--- src/rtl/adder_rr_arbiter.sv ---
// Round-robin arbiter sharing one pipelined adder between NUM_REQ requesters.
// Each issued operation carries its requester ID down a tag pipe that lines up with the adder result.
module adder_rr_arbiter #(
  parameter int NUM_REQ   = 4,
  parameter int WIDTH     = 16,
  parameter int ADDER_LAT = 1,
  parameter int IDW       = $clog2(NUM_REQ)
) (
  input  logic                       clk,
  input  logic                       rst,
  input  logic                       en,
  input  logic [NUM_REQ-1:0]         req,
  input  logic [NUM_REQ*WIDTH-1:0]   req_a,
  input  logic [NUM_REQ*WIDTH-1:0]   req_b,
  output logic [NUM_REQ-1:0]         gnt,
  output logic [WIDTH-1:0]           add_a,
  output logic [WIDTH-1:0]           add_b,
  output logic                       add_valid,
  input  logic [WIDTH:0]             add_sum,
  output logic                       rsp_valid,
  output logic [IDW-1:0]             rsp_id,
  output logic [WIDTH:0]             rsp_sum,
  output logic                       busy
);

  logic [IDW-1:0]                 r_ptr;
  logic [WIDTH-1:0]               r_add_a, r_add_b;
  logic [ADDER_LAT:0]             r_vld_pipe;
  logic [ADDER_LAT:0][IDW-1:0]    r_id_pipe;

  logic                           w_hit;
  logic [IDW-1:0]                 w_win, w_cand, w_ptr_nxt;
  logic [NUM_REQ-1:0]             w_gnt;
  logic [WIDTH-1:0]               w_sel_a, w_sel_b;
  int                             w_idx;

  // Scan offsets high to low so the lowest offset from ptr is the last, winning write.
  always_comb begin
    w_hit  = 1'b0;
    w_win  = '0;
    w_cand = '0;
    w_idx  = 0;
    for (int k = NUM_REQ - 1; k >= 0; k--) begin
      w_idx  = (int'(r_ptr) + k) % NUM_REQ;
      w_cand = IDW'(w_idx);
      if (req[w_cand]) begin
        w_hit = 1'b1;
        w_win = w_cand;
      end
    end
    w_hit = w_hit & en & ~rst;
    w_gnt = '0;
    if (w_hit) w_gnt[w_win] = 1'b1;
  end

  assign w_ptr_nxt = (w_win == IDW'(NUM_REQ - 1)) ? '0 : w_win + IDW'(1);
  assign w_sel_a   = req_a[w_win*WIDTH +: WIDTH];
  assign w_sel_b   = req_b[w_win*WIDTH +: WIDTH];

  always_ff @(posedge clk) begin
    if (rst) begin
      r_ptr      <= '0;
      r_add_a    <= '0;
      r_add_b    <= '0;
      r_vld_pipe <= '0;
      r_id_pipe  <= '0;
    end else begin
      r_vld_pipe[0] <= w_hit;
      r_id_pipe[0]  <= w_hit ? w_win : '0;
      if (w_hit) begin
        r_ptr   <= w_ptr_nxt;
        r_add_a <= w_sel_a;
        r_add_b <= w_sel_b;
      end
      for (int k = 1; k <= ADDER_LAT; k++) begin
        r_vld_pipe[k] <= r_vld_pipe[k-1];
        r_id_pipe[k]  <= r_id_pipe[k-1];
      end
    end
  end

  assign gnt       = w_gnt;
  assign add_a     = r_add_a;
  assign add_b     = r_add_b;
  assign add_valid = r_vld_pipe[0];
  assign rsp_valid = r_vld_pipe[ADDER_LAT];
  assign rsp_id    = r_id_pipe[ADDER_LAT];
  assign rsp_sum   = add_sum;
  assign busy      = |r_vld_pipe;

endmodule
--- config.mk ---
export PLATFORM = sky130hd
export DESIGN_NAME = adder_rr_arbiter
export DESIGN_NICKNAME = d
export VERILOG_FILES = /design/src/rtl/adder_rr_arbiter.sv
export SDC_FILE = /design/constraint.sdc
export NUM_CORES = 1
export LEC_CHECK = 0
export ABC_AREA = 1
export CAP_MARGIN = 20
export CORE_UTILIZATION = 30
export CTS_CLUSTER_DIAMETER = 200
export DETAILED_ROUTE_END_ITERATION = 7
export PLACE_DENSITY = 0.68
export SLEW_MARGIN = 20
export SYNTH_ARGS = -nofsm -noshare
export SYNTH_HDL_FRONTEND = slang
export SYNTH_SLANG_ARGS = --single-unit
--- constraint.sdc ---
create_clock -name clk -period 3.9 [get_ports clk]
set_clock_uncertainty 0.2 [all_clocks]
set_input_delay 1.17 -clock clk [delete_from_list [all_inputs] [get_ports clk]]
set_output_delay 1.17 -clock clk [all_outputs]
set_load 0.01 [all_outputs]
==> flow_summary.toml <==
[yosys]
synth_edf_count = 0
synthCells = 567
syn_area_per_cell_um2 = 5.91
yosys_most_used_dff = "dfxtp_1"
synth_adder_area_share_pct = 0.373
yosys_warnings = 0
syn_nets = 720
synth.distinct_cells = 24
synth_xor_area_share_pct = 0.261
synth_compound_area_share_pct = 0.970
synth_top_family_by_area = "simple AND/OR/NAND/NOR gates"
async_flop_share_pct = 0
muxShareOfSynthArea_pct = 0
seq_area_frac_synth_pct = 23.9
synth-simple-area-share_pct = 51.9
synth_area_um2 = 3350
ys_seq_elements = 40
synth.area.top_cells = "dfxtp_1 24%, nand2_1 19%, nand3_1 17%"
yosysTopAreaCell = "dfxtp_1"
synth_top_area_share_pct = 23.9

[placed_design]
place_congestion = 0.878
dp_hpwl_um = 7770
numPlacedInstances = 843
port_buffers = 175

[setup_path]
arrival_ps = 2460
path_cells = "clkdlybuf4s15_1, inv_2, nand2_4, nand3_4, nand2_4, buf_6, nor3b_4, nor2_4, nand2_4, nor3_2, buf_2"
path_common_cell = "nand2_4"
worstPathMaxFanout = 6
timing.rr.end = "add_b[10]"
reg2reg_depth = 15
slowest_delay_ps = 250
setup.worst_path.start = "req[3]"
critPathKind = "primary input to primary output"
r2r_slack_ps = 980
crit_path_end_kind = "primary output"
reg2reg_from = "r_ptr[0]"
start_kind = "primary input"
cp_slowest_cell = "nor3b_4"
cp.required_ps = 2530

[clock_network]
clockBufferDepth = 2
cts_tree = "yes"
holdBufCountCts = 0
clkTransAtPathRegs_ps = 90
cts_sinks = 40
cts.htree.levels = 2
cts-root-buf = "clkbuf_8"
clock_latency_ps = 290
cts_buffers = 5

[job]
maxCapViolCount = 0

[floorplan]
die_area_um2 = 11600
start_util_pct = 30.8
io_pins = 210
core-area_um2 = 10900
die_x_um = 108
die_y_um = 108
rows = 38

[grt]
grt_max_degree = 65
grt_pass1_vias = 3953
grt_use_total_pct = 19.3
grt_pass1_wl_um = 18000
antenna_found_initial = 0
grt-ovfl-total = 0

[sta]
finalHoldViolations = 0
drv_slew = 0
max_freq_mhz = 261
maxSlewHeadroom_pct = 53.2
post-route-period-util_pct = 98.2
finalSetupViolCount = 0
fin_crit_ps = 3830
tightest_slew_ps = 703

[drt]
drc = 0
routed_via_density = 4.67
vias = 4020
dr.pass1.iters = 4
wl_per_cell_um = 13.1
postRouteAntennaNets = 0
drt_iter0_drc = 227
wirelength_um = 11300

[final_layout]
layout-drive-gt1-share_pct = 11.2
syn_to_final_growth_pct = 59.1
final_nets = 873
layout_common_cells = "167 x clkdlybuf4s50_1, 157 x nand2_1, 109 x nand3_1"
instances_no_fill = 861
insertedDiodeCount = 0
final_common_cell = "clkdlybuf4s50_1"

[min_path]
worstHoldEndpoint = "rsp_id[1]"
min-delay-start = "r_id_pipe[1]"
holdPathStages = 2
hold_path_class = "flip-flop to flip-flop"

[pwr]
p_leak_uw = 0.00263
power_uw = 1900
vdd_drop_max_mv = 0.178
p_per_area_nw_per_um2 = 356

[status]
outcome = "finished clean"
[area by class of cell]
cell class	instances	area (um2)
Clock buffer	5	68.8
Fill cell	1101	5550
Sequential cell	40	802
Inverter	100	378
Tap cell	140	175
Clock inverter	3	46.3
Multi-Input combinational cell	372	1950
Timing Repair Buffer	201	1920
[power by group]
part	internal, uW	switching [uW]	leakage, uW
sequential	472	39.9	0.000330
clock	193	157	0.0000548
combinational	486	549	0.00224
[through the flow]
| stage | TNS, ps | util [%] | setup WS (ps) | cell area (um2) | hold WS, ps |
|---|---|---|---|---|---|
| 2_1_floorplan | 0 | - | 180 | 3350 | 188 |
| 3_3_place_gp | -2340 | 46.1 | -601 | 5020 | 194 |
| 3_5_place_dp | -2710 | 46.1 | -701 | 5020 | 197 |
| 4_1_cts | 0 | 48.1 | 19.3 | 5230 | 205 |
| 5_1_grt | -1.29 | 49.0 | -1.29 | 5340 | 239 |
| 6_report | 0 | 49.0 | 69.3 | 5340 | 198 |
[logic make-up (layout without fill, tap and decap cells)]
kind of cell | Yosys count | after routing
and+or+nand+nor | 364 | 364
buffers and inverters | 155 | 309
DFF | 40 | 40
AOI/OAI and AO/OA | 6 | 6
adders and majority gates | 1 | 1
xor gates and xnor gates | 1 | 1
[repair_timing]
item,in CTS,in global routing
setup buffers,5,5
gates resized for setup,41,28
endpoints found under the setup margin,4,4
pin swaps,11,17
[sequential cells by signal, indices dropped and copies added (netlist names)]
name and count:
r_id_pipe 2, r_ptr 2, rsp_id 2, add_b 16, add_a 16, r_vld_pipe 2
[synthesized netlist by cell type (3+ instances only)]
| master | n |
|---|---|
| nand3b_1 | 52 |
| o21ai_1 | 3 |
| inv_2 | 4 |
| buf_6 | 6 |
| nand3_1 | 114 |
| clkbuf_1 | 3 |
| nand2_1 | 168 |
| nand2_2 | 3 |
| inv_1 | 96 |
| buf_2 | 14 |
| buf_4 | 30 |
| dfxtp_1 | 40 |
| nor2_1 | 20 |
| nor3_1 | 3 |
[metal layers]
layer	GRT usage [%]	wire (um)
met2	35.9	5490
met1	21.6	4750
met3	4.42	821
met4	5.48	212
met5	0	0
[critical path: cells and delay by family]
kind	cells	cell delay, ps
buffers and inverters	4	540
AND/OR/NAND/NOR	7	750
[worst max path at each step]
stage / to / depth (start not counted)
finish: gnt[0] / 11
global route: gnt[1] / 10
CTS: gnt[1] / 11
detailed placement: gnt[1] / 12
global placement: gnt[0] / 10
floorplan: gnt[3] / 12
(Power assumes the default switching activity.)
